--- src/rtl/codec_pkg.sv ---
// Shared constants and the slot bit formatter for the codec_tx I2S transmitter.
// Defining CODEC_TX_LJ_EN switches the formatter to left-justified slots.
package codec_pkg;

  localparam int CH_L       = 0;
  localparam int CH_R       = 1;
  localparam int SLOT_W     = 32;
  localparam int FRAME_BITS = 64;
  localparam int POS_W      = $clog2(FRAME_BITS);
  localparam int SAMPLE_W   = 24;

  typedef enum logic [0:0] {
    SLOT_LEFT  = 1'b0,
    SLOT_RIGHT = 1'b1
  } slot_e;

  // Serial bit for slot position b of a sample that is `width` bits wide.
  function automatic logic slot_bit(input logic [SLOT_W-2:0] word,
                                    input logic [4:0]        width,
                                    input logic [4:0]        b);
    logic [4:0] idx;
    logic       bit_o;
    idx   = 5'd0;
    bit_o = 1'b0;
`ifdef CODEC_TX_LJ_EN
    if (b < width) begin
      idx   = width - 5'd1 - b;
      bit_o = word[idx];
    end else begin
      bit_o = 1'b0;
    end
`else
    // I2S: one idle bit after the word-select edge, then MSB first
    if ((b != 5'd0) && (b <= width)) begin
      idx   = width - b;
      bit_o = word[idx];
    end else begin
      bit_o = 1'b0;
    end
`endif
    return bit_o;
  endfunction

endpackage

--- src/rtl/codec_tx_if.sv ---
// Sample input and serial codec output bundle of codec_tx.
// master = filter side, slave = the transmitter itself.
interface codec_tx_if #(
  parameter int DATA_W = codec_pkg::SAMPLE_W
) ();

  logic [1:0]        din_valid;
  logic [DATA_W-1:0] din;
  logic              bclk;
  logic              lrclk;
  logic              sdata;
  logic              underrun;
  logic              overrun;

  modport master (
    output din_valid, din,
    input  bclk, lrclk, sdata, underrun, overrun
  );

  modport slave (
    input  din_valid, din,
    output bclk, lrclk, sdata, underrun, overrun
  );

endinterface

--- src/rtl/codec_clkgen.sv ---
// BCLK divider and frame position counter for codec_tx.
// fall and bit_cnt_nxt announce, one cycle early, the edge on which bclk drops.
module codec_clkgen
  import codec_pkg::*;
#(
  parameter int BCLK_DIV = 16
) (
  input  logic             clk,
  input  logic             rst,
  output logic             bclk,
  output logic             lrclk,
  output logic             fall,
  output logic [POS_W-1:0] bit_cnt_nxt
);

  localparam int CNT_W = (BCLK_DIV > 1) ? $clog2(BCLK_DIV) : 1;
  localparam logic [CNT_W-1:0] CNT_LAST = CNT_W'(BCLK_DIV - 1);

  logic [CNT_W-1:0] div_cnt_q, div_cnt_d;
  logic             bclk_q, bclk_d;
  logic [POS_W-1:0] bit_cnt_q, bit_cnt_d;
  logic             lrclk_q, lrclk_d;
  logic             term_s;
  logic             fall_s;

  // Divider, bclk toggle and frame position on each fall event
  always_comb begin
    div_cnt_d = div_cnt_q;
    bclk_d    = bclk_q;
    bit_cnt_d = bit_cnt_q;
    lrclk_d   = lrclk_q;
    term_s    = (div_cnt_q == CNT_LAST);
    fall_s    = term_s & bclk_q;
    if (term_s) begin
      div_cnt_d = {CNT_W{1'b0}};
      bclk_d    = ~bclk_q;
    end else begin
      div_cnt_d = div_cnt_q + CNT_W'(1);
      bclk_d    = bclk_q;
    end
    if (fall_s) begin
      bit_cnt_d = bit_cnt_q + POS_W'(1);
      lrclk_d   = bit_cnt_d[POS_W-1];
    end else begin
      bit_cnt_d = bit_cnt_q;
      lrclk_d   = lrclk_q;
    end
  end

  // State registers
  always_ff @(posedge clk) begin
    if (rst) begin
      div_cnt_q <= {CNT_W{1'b0}};
      bclk_q    <= 1'b0;
      bit_cnt_q <= POS_W'(FRAME_BITS - 1);
      lrclk_q   <= 1'b1;
    end else begin
      div_cnt_q <= div_cnt_d;
      bclk_q    <= bclk_d;
      bit_cnt_q <= bit_cnt_d;
      lrclk_q   <= lrclk_d;
    end
  end

  assign bclk        = bclk_q;
  assign lrclk       = lrclk_q;
  assign fall        = fall_s;
  assign bit_cnt_nxt = bit_cnt_d;

endmodule

--- src/rtl/codec_tx.sv ---
// I2S stereo transmitter: per-channel holding registers, frame load, serializer
// and overrun/underrun flags. Define CODEC_TX_LJ_EN for left-justified slots.
module codec_tx
  import codec_pkg::*;
#(
  parameter int BCLK_DIV = 16,
  parameter int DATA_W   = SAMPLE_W
) (
  input  logic       clk,
  input  logic       rst,
  codec_tx_if.slave  bus
);

  logic             fall_s;
  logic [POS_W-1:0] bit_cnt_nxt_s;
  logic             bclk_s;
  logic             lrclk_s;
  logic             load_s;
  logic [1:0]       pend_base_s;
  logic [DATA_W-1:0] slot_word_s;

  logic [DATA_W-1:0] hold_q  [2];
  logic [DATA_W-1:0] hold_d  [2];
  logic [DATA_W-1:0] shift_q [2];
  logic [DATA_W-1:0] shift_d [2];
  logic [1:0]        pend_q, pend_d;
  logic              sdata_q, sdata_d;
  logic              underrun_q, underrun_d;
  logic              overrun_q, overrun_d;

  codec_clkgen #(
    .BCLK_DIV (BCLK_DIV)
  ) u_clkgen (
    .clk         (clk),
    .rst         (rst),
    .bclk        (bclk_s),
    .lrclk       (lrclk_s),
    .fall        (fall_s),
    .bit_cnt_nxt (bit_cnt_nxt_s)
  );

  // Capture, frame load and serial bit selection
  always_comb begin
    hold_d      = hold_q;
    shift_d     = shift_q;
    pend_d      = pend_q;
    pend_base_s = pend_q;
    underrun_d  = 1'b0;
    overrun_d   = 1'b0;
    sdata_d     = sdata_q;
    slot_word_s = {DATA_W{1'b0}};
    load_s      = fall_s && (bit_cnt_nxt_s == {POS_W{1'b0}});

    // The load consumes the pre-write hold values; a same-cycle write re-arms pend
    if (load_s) begin
      shift_d[CH_L] = hold_q[CH_L];
      shift_d[CH_R] = hold_q[CH_R];
      pend_base_s   = 2'b00;
      underrun_d    = (pend_q != 2'b11);
    end else begin
      shift_d     = shift_q;
      pend_base_s = pend_q;
      underrun_d  = 1'b0;
    end

    for (int ch = 0; ch < 2; ch++) begin
      if (bus.din_valid[ch]) begin
        hold_d[ch] = bus.din;
      end else begin
        hold_d[ch] = hold_q[ch];
      end
    end
    pend_d    = pend_base_s | bus.din_valid;
    overrun_d = |(pend_base_s & bus.din_valid);

    if (fall_s) begin
      case (slot_e'(bit_cnt_nxt_s[POS_W-1]))
        SLOT_LEFT:  slot_word_s = shift_d[CH_L];
        SLOT_RIGHT: slot_word_s = shift_d[CH_R];
        default:    slot_word_s = {DATA_W{1'b0}};
      endcase
      sdata_d = slot_bit(31'(slot_word_s), 5'(DATA_W), bit_cnt_nxt_s[4:0]);
    end else begin
      slot_word_s = {DATA_W{1'b0}};
      sdata_d     = sdata_q;
    end
  end

  // State registers
  always_ff @(posedge clk) begin
    if (rst) begin
      hold_q[CH_L]  <= {DATA_W{1'b0}};
      hold_q[CH_R]  <= {DATA_W{1'b0}};
      shift_q[CH_L] <= {DATA_W{1'b0}};
      shift_q[CH_R] <= {DATA_W{1'b0}};
      pend_q        <= 2'b00;
      sdata_q       <= 1'b0;
      underrun_q    <= 1'b0;
      overrun_q     <= 1'b0;
    end else begin
      hold_q     <= hold_d;
      shift_q    <= shift_d;
      pend_q     <= pend_d;
      sdata_q    <= sdata_d;
      underrun_q <= underrun_d;
      overrun_q  <= overrun_d;
    end
  end

  assign bus.bclk     = bclk_s;
  assign bus.lrclk    = lrclk_s;
  assign bus.sdata    = sdata_q;
  assign bus.underrun = underrun_q;
  assign bus.overrun  = overrun_q;

endmodule

--- src/flat_wrapper.sv ---
// flat-port wrapper written by rule: the top's interface ports become plain ports
module codec_tx_flat import codec_pkg::*;
#(
  parameter int BCLK_DIV = 16,
  parameter int DATA_W   = SAMPLE_W
)
  (clk, rst, bus_din_valid, bus_din, bus_bclk, bus_lrclk, bus_sdata, bus_underrun, bus_overrun);
  codec_tx_if #(.DATA_W(DATA_W)) bus_i ();
  input  logic clk;
  input  logic rst;
  input wire logic [$bits(bus_i.din_valid)-1:0] bus_din_valid;
  input wire logic [$bits(bus_i.din)-1:0] bus_din;
  output wire logic [$bits(bus_i.bclk)-1:0] bus_bclk;
  output wire logic [$bits(bus_i.lrclk)-1:0] bus_lrclk;
  output wire logic [$bits(bus_i.sdata)-1:0] bus_sdata;
  output wire logic [$bits(bus_i.underrun)-1:0] bus_underrun;
  output wire logic [$bits(bus_i.overrun)-1:0] bus_overrun;
  assign bus_i.din_valid = bus_din_valid;
  assign bus_i.din = bus_din;
  assign bus_bclk = bus_i.bclk;
  assign bus_lrclk = bus_i.lrclk;
  assign bus_sdata = bus_i.sdata;
  assign bus_underrun = bus_i.underrun;
  assign bus_overrun = bus_i.overrun;
  codec_tx #(.BCLK_DIV(BCLK_DIV), .DATA_W(DATA_W)) u_core (.clk(clk), .rst(rst), .bus(bus_i));
endmodule
--- config.mk ---
export PLATFORM = sky130hd
export DESIGN_NAME = codec_tx_flat
export DESIGN_NICKNAME = d
export VERILOG_FILES = /design/src/rtl/codec_pkg.sv /design/src/rtl/codec_tx_if.sv /design/src/rtl/codec_clkgen.sv /design/src/rtl/codec_tx.sv /design/src/flat_wrapper.sv
export SDC_FILE = /design/constraint.sdc
export NUM_CORES = 1
export LEC_CHECK = 0
export CORE_ASPECT_RATIO = 1.1
export CORE_MARGIN = 4
export CORE_UTILIZATION = 40
export CTS_BUF_LIST = sky130_fd_sc_hd__clkbuf_8 sky130_fd_sc_hd__clkbuf_16
export DETAILED_ROUTE_END_ITERATION = 8
export PLACE_DENSITY = 0.69
export SLEW_MARGIN = 20
export SYNTH_ARGS = -nofsm -noshare
export SYNTH_HDL_FRONTEND = slang
export SYNTH_SLANG_ARGS = --single-unit
--- constraint.sdc ---
create_clock -name clk -period 3.3 [get_ports clk]
set_input_delay 0.825 -clock clk [delete_from_list [all_inputs] [get_ports clk]]
set_output_delay 0.825 -clock clk [all_outputs]
set_load 0.005 [all_outputs]
==> out/results.ini, run 1 <==
[clock_network]
htree_levels = 4
path_clk_slew_ns = 0.05
cts_made_buffers = 17
clock_latency_ns = 0.40
clockBufferDepth = 2
clock_sinks = 113
cts-root-buf = clkbuf_16
cts_tree = yes

[synthesis]
async_reset_ff_share_pct = 0
netlist_instances = 580
ys_types = 60
synthFlopType = dfxtp_1
ys_seq_area_share_pct = 43.8
synth.avg_cell_area_sq_um = 8.90
netlist_area_sq_um = 5160
synth_top_area_share_pct = 43.8
ys_ff_latch = 113
synth-edff-count = 0
yosys_warnings = 0
syn_nets = 611
synth_top_area_cell = dfxtp_1
synth.area.top_cells = dfxtp_1 44%, mux2i_1 14%, nand2_1 7.0%

[detailed_routing]
viasPerCell = 5.39
wl_per_cell_um = 15.5
remaining_drc_errors = 0
postRouteAntennaNets = 0
drt-total-wl_mm = 12.0
drt_iter0_markers = 326
num_vias = 4160
drtPass1Iterations = 5

[grt]
grt_max_degree = 79
grt_pass1_wl_mm = 19.6
globalRouteMet1Util_pct = 20.8
first_global_vias = 3973
grt.met2_usage_pct = 27.8
overflow = 0
grtUsageMet3_pct = 3.13
top_usage_layer = met2
antenna_found_initial = 0
grtUsageTotal_pct = 16.5

[hold_path]
worstHoldPathType = flop to flop
hold_depth = 2
whs_endpoint = u_core.shift_q[14]
hp-start = u_core.shift_q[14]

[timing]
setup_viol = 0
fmax_ghz = 0.323
setup_tns_ns = 0
rsz0062_at_grt = false
skew_ns = 0.00647
max_slew_margin_pct = 47.5
timing.hold.ws_ns = 0.453
hold_viol = 0
tightest_slew_ns = 0.788
min_period_ns = 3.09
min_period_over_period_pct = 93.7
drv_slew = 0

[placement]
dp_hpwl_mm = 8.05
io_buffer_count = 32
gp_congestion = 0.887

[status]
outcome = complete, no violations

[setup_path]
reg2reg_slack_ns = 0.21
end_kind = flop
path_max_fanout = 13
worstReg2RegStart = u_core.u_clkgen.div_cnt_q[0]
worst_ep_arrival_time_ns = 3.36
worstSetupStartpointType = flop
worstPathRequired_ns = 3.57
worstSetupPathType = flop to flop
ff2ff_path_depth = 13
reg2reg_to = u_core.bus.sdata

[floorplanning]
die_y_um = 127
dieArea_sq_um = 14800
row_count = 43
start_util_pct = 40.8
core_area_sq_um = 12600
die_x_um = 116
pin_count = 33

[finish]
drive_above_1_share_pct = 12.7
finalNetCount = 635
ff_latch_area_sq_um = 2260
multi_input_area_sq_um = 2740
nFillCells = 1120
synthToLayoutAreaGrowth_pct = 21.5
antenna_cells = 0

[run]
drv_cap = 0

[pwr]
powerDensity_nw_per_um2 = 522
p_leak_nw = 2.57
peakVddDrop_v = 0.000265

==> metal layers <==
metal,vias to the layer above,part of all wire [%]
met5,-,0
met4,0,1.4
met3,12,3.7
met2,87,51
met1,1987,44
li1,2074,-
==> final cells by class <==
| type | count | share of cell area (%) |
|---|---|---|
| sequential | 113 | 36.1 |
| clock buffer | 20 | 7.45 |
| inverter | 5 | 0.299 |
| tap | 157 | 3.13 |
| timing repair buffer | 49 | 7.91 |
| clock inverter | 10 | 1.40 |
| multi-input combinational | 418 | 43.7 |
==> sequential cells by signal, indices dropped and copies added, names as in the netlist <==
name	count
u_core.shift_q	48
u_core.u_clkgen.lrclk	1
u_core.u_clkgen.bclk	1
u_core.bus.overrun	1
u_core.hold_q	48
u_core.bus.underrun	1
u_core.u_clkgen.div_cnt_q	4
u_core.pend_q	2
u_core.bus.sdata	1
u_core.u_clkgen.bit_cnt_q	6
==> through the flow <==
step / cells / utilization, % / total power [mW] / cell area, sq um / worst slack, ns
5_1_grt: 772 / 49.6 / 3.38 / 6270 / 0.0284
4_1_cts: 770 / 49.2 / 3.30 / 6220 / 0.182
6_report: 772 / 49.6 / 3.27 / 6270 / 0.207
2_1_floorplan: 580 / - / 1.55 / 5210 / 0.00804
3_3_place_gp: 740 / 44.8 / 1.61 / 5660 / 0.151
3_5_place_dp: 740 / 44.8 / 1.62 / 5660 / 0.0270
==> critical path, cell delays in order (launching register included) <==
cell	delay [ns]
dfxtp_1	0.39
ha_2	0.25
and4_2	0.31
xnor2_4	0.13
inv_1	0.10
ha_4	0.19
and2_1	0.18
o2111a_2	0.22
buf_4	0.20
a2111oi_0	0.37
a211oi_1	0.11
a211o_1	0.29
o22ai_1	0.17
a211oi_2	0.06
==> cells in the final DEF, fill, tap and decap left out, types with 2 or more instances in the layout <==
cell type / instances
nor2_1: 69
a311o_1: 2
nand2_1: 95
nor3_1: 6
buf_4: 14
a21boi_0: 2
mux2i_1: 71
buf_12: 4
o2111ai_1: 2
clkdlybuf4s50_1: 31
and2_1: 3
o22ai_1: 2
mux2_2: 2
a21oi_1: 52
clkinv_2: 4
clkbuf_8: 3
a41o_1: 2
inv_1: 5
a211oi_2: 4
nand2b_1: 7
a211oi_1: 8
and3_1: 6
o21ai_0: 7
clkbuf_16: 17
dfxtp_1: 113
o31ai_1: 2
a32o_1: 2
xnor2_1: 5
nand3_1: 11
nor2_2: 2
clkinvlp_4: 5
a211o_1: 3
xor2_1: 5
o21ai_1: 2
mux4_2: 6
nand4_1: 5
==> power breakdown <==
part           internal (mW)  switching (mW)
combinational         0.0787          0.0718
clock                   1.08           0.604
sequential              1.41          0.0316
total                   2.56           0.708
==> timing repair <==
action,CTS,global route
gates cloned,0,0
resized for setup,1,6
endpoints found under the setup margin,1,1
buffers inserted,0,2
pin swaps,0,1
hold buffers,0,0
==> worst max-delay path by stage <==
stage	from	endpoint	slack (ns)	depth (start not counted)
after CTS	u_core.u_clkgen.div_cnt_q[0]	u_core.bus.sdata	0.18	13
final	u_core.u_clkgen.div_cnt_q[0]	u_core.bus.sdata	0.21	13
after global placement	u_core.u_clkgen.div_cnt_q[0]	u_core.bus.sdata	0.15	14
after floorplan	u_core.u_clkgen.div_cnt_q[0]	u_core.bus.sdata	0.008	16
after detailed placement	u_core.u_clkgen.div_cnt_q[0]	u_core.bus.sdata	0.03	14
after global routing	u_core.u_clkgen.div_cnt_q[0]	u_core.bus.sdata	0.03	13
==> cells in the mapped netlist, drive strengths merged, types with 3 or more instances <==
cell / instances
a211o: 3
a211oi: 12
a21boi: 3
a21oi: 53
and2: 4
and3: 6
buf: 22
clkbuf: 22
dfxtp: 113
ha: 3
inv: 5
mux2i: 71
mux4: 6
nand2: 97
nand2b: 7
nand3: 12
nand4: 5
nor2: 71
nor3: 7
o2111ai: 3
o21ai: 10
xnor2: 7
xor2: 5
==> cell families (layout without fill, tap and decap cells) <==
kind of cell	after synthesis	in the layout	synth area share, %
compound gates	105	105	13.4
simple gates	219	219	18.6
flops	113	113	43.8
fa+ha+maj	3	3	0.728
buf+inv	49	84	4.49
mux	79	79	16.8
xor+xnor	12	12	2.18
No activity file was read; power rests on OpenSTA's default activity.
==> run 2, diff against run 1 <==
--- a/config.mk
+++ b/config.mk
@@ -8,9 +8,9 @@
 export CORE_ASPECT_RATIO = 1.1
 export CORE_MARGIN = 4
 export CORE_UTILIZATION = 40
-export CTS_BUF_LIST = sky130_fd_sc_hd__clkbuf_8 sky130_fd_sc_hd__clkbuf_16
+export CTS_CLUSTER_SIZE = 16
 export DETAILED_ROUTE_END_ITERATION = 8
-export PLACE_DENSITY = 0.69
+export PLACE_DENSITY = 0.67
 export SLEW_MARGIN = 20
 export SYNTH_ARGS = -nofsm -noshare
 export SYNTH_HDL_FRONTEND = slang
==> constraint.sdc (replaced) <==
create_clock -name clk -period 3.1 [get_ports clk]
set_input_delay 0.775 -clock clk [delete_from_list [all_inputs] [get_ports clk]]
set_output_delay 0.775 -clock clk [all_outputs]
set_load 0.005 [all_outputs]
==> run 2 against run 1 <==
Clock-buffer cell count is 1 higher. Power increased by 10%. Setup slack got worse by 0.083 ns. First-iteration DRC count is 20% lower. Utilization rose by 1.5 points. Largest cell class unchanged.
==> out/results.ini, run 2 (synthesis results as in run 1) <==
[grt]
globalRouteMet1Util_pct = 21.1  ; +0.27 points
grt.met2_usage_pct = 26.7  ; -1.1 points
grt_pass1_wl_mm = 19.4  ; -0.99%
overflow = 0  ; unchanged
grtUsageMet3_pct = 3.88  ; +0.76 points
grt_max_degree = 58  ; -27%
first_global_vias = 4032  ; +1.5%
grtUsageTotal_pct = 16.5  ; -0.020 points
top_usage_layer = met2
antenna_found_initial = 0  ; unchanged

[clock_network]
cts_made_buffers = 17  ; unchanged
htree_levels = 4  ; unchanged
cts-root-buf = clkbuf_16
clock_sinks = 113  ; unchanged
path_clk_slew_ns = 0.05  ; about the same
clockBufferDepth = 2  ; unchanged
clock_latency_ns = 0.41  ; about the same
cts_hold_buf = 0  ; unchanged
cts_tree = yes

[detailed_routing]
wl_per_cell_um = 15.2  ; -1.6%
drtPass1Iterations = 5  ; unchanged
remaining_drc_errors = 0  ; unchanged
postRouteAntennaNets = 0  ; unchanged
drt_iter0_markers = 260  ; -20%
viasPerCell = 5.37  ; -0.44%
drt-total-wl_mm = 11.9  ; -0.86%
num_vias = 4174  ; +0.34%

[hold_path]
worstHoldPathType = flop to flop

[status]
outcome = complete, no violations

[timing]
setup_slack_ns = 0.124  ; -0.0828 ns
skew_ns = 0.00636  ; -0.000106 ns
setup_tns_ns = 0  ; unchanged
min_period_ns = 2.98  ; -0.117 ns
timing.hold.ws_ns = 0.454  ; +0.00122 ns
drv_slew = 0  ; unchanged
fmax_ghz = 0.336  ; +3.9%
min_period_over_period_pct = 96.0  ; +2.3 points
tightest_slew_ns = 0.611  ; -0.177 ns
max_slew_margin_pct = 58.8  ; +11 points
setup_viol = 0  ; unchanged
hold_viol = 0  ; unchanged

[placement]
dp_slack_ns = 0.0510  ; +0.0241 ns
dp_hpwl_mm = 7.82  ; -2.9%
dp.cells = 744  ; +0.54%
gp_congestion = 0.824  ; -7.1%
io_buffer_count = 32  ; unchanged
placed_area_sq_um = 5740  ; +1.3%

[pwr]
p_total_mw = 3.60  ; +10%
powerDensity_nw_per_um2 = 558  ; +6.9%
peakVddDrop_v = 0.000284  ; +7.0%
p_leak_nw = 2.65  ; +3.4%

[setup_path]
worstPathRequired_ns = 3.42  ; -0.15 ns
path_max_fanout = 7  ; -6
end_kind = flop
worstSetupPathType = flop to flop
worst_ep_arrival_time_ns = 3.30  ; -0.06 ns
worstSetupStartpointType = flop

[floorplanning]
start_util_pct = 40.8  ; unchanged
die_y_um = 127  ; unchanged
core_area_sq_um = 12600  ; unchanged
dieArea_sq_um = 14800  ; unchanged
die_x_um = 116  ; unchanged
row_count = 43  ; unchanged
pin_count = 33  ; unchanged

[finish]
reg.largest.list = u_core.hold_q x48, u_core.shift_q x48, u_core.u_clkgen.bit_cnt_q x6
drive_above_1_share_pct = 14.2  ; +1.5 points
mostFrequentLayoutCell = dfxtp_1
final_cell_area_sq_um = 6450  ; +3.0%
nFillCells = 1131  ; +0.98%
synthToLayoutAreaGrowth_pct = 25.0
fin_cells = 778  ; +0.78%
final_cell_mix = 110 x dfxtp_1, 95 x nand2_1, 71 x mux2i_1
finalNetCount = 643  ; +1.3%
antenna_cells = 0  ; unchanged
post-route-util_pct = 51.0  ; +1.5 points

[run]
drv_cap = 0  ; unchanged

==> run 2: cell types whose count changed in the layout (fill, tap and decap cells not counted), sizes merged <==
cell | previous run | this run
clkinvlp | 5 | 0
bufinv | 1 | 3
clkbuf | 20 | 22
buf | 18 | 25
==> run 2: per-layer routing <==
layer,wire length [um],part of all wire (%)
met1,5370,45
met2,5840,49
met3,437,3.7
met4,203,1.7
met5,0,0
==> run 2: repair_timing <==
item,in CTS,in global routing
setup endpoints to repair,0,1
resized for setup,0,13
setup buffers,0,5
==> run 2: worst paths after layout <==
check	from	to	slack (ns)	cells after the start
max	u_core.u_clkgen.div_cnt_q[0]	u_core.bus.sdata	0.12	14
max reg2reg	u_core.u_clkgen.div_cnt_q[0]	u_core.bus.sdata	0.12	14
min reg2reg	u_core.shift_q[11]	u_core.shift_q[11]	0.45	2
min	u_core.shift_q[11]	u_core.shift_q[11]	0.45	2
==> run 2: report_power, final <==
| part | total, mW | internal [mW] | switching, mW |
|---|---|---|---|
| sequential | 1.53 | 1.50 | 0.0348 |
| clock | 1.91 | 1.30 | 0.609 |
| combinational | 0.159 | 0.0845 | 0.0749 |
==> run 2: area by class of cell <==
class                           instances  area, sq um  area share (%)
Clock inverter                          7          110            1.71
Timing Repair Buffer                   57          571            8.84
Inverter                                5         18.8           0.291
Sequential cell                       113         2270            35.2
Multi-Input combinational cell        418         2820            43.7
Tap cell                              157          196            3.04
Clock buffer                           21          470            7.29
==> run 2: worst max-delay path, cell delays in order, from the launching register on <==
cell and delay, ns:
dfxtp_4 0.37, ha_4 0.15, nand4_1 0.20, a21oi_2 0.26, ha_4 0.25, and2_4 0.18
o2111ai_4 0.18, buf_12 0.20, buf_2 0.16, buf_4 0.16, mux2i_1 0.15, nand3_1 0.09
nand4_1 0.12, a41o_1 0.26, a211oi_2 0.15
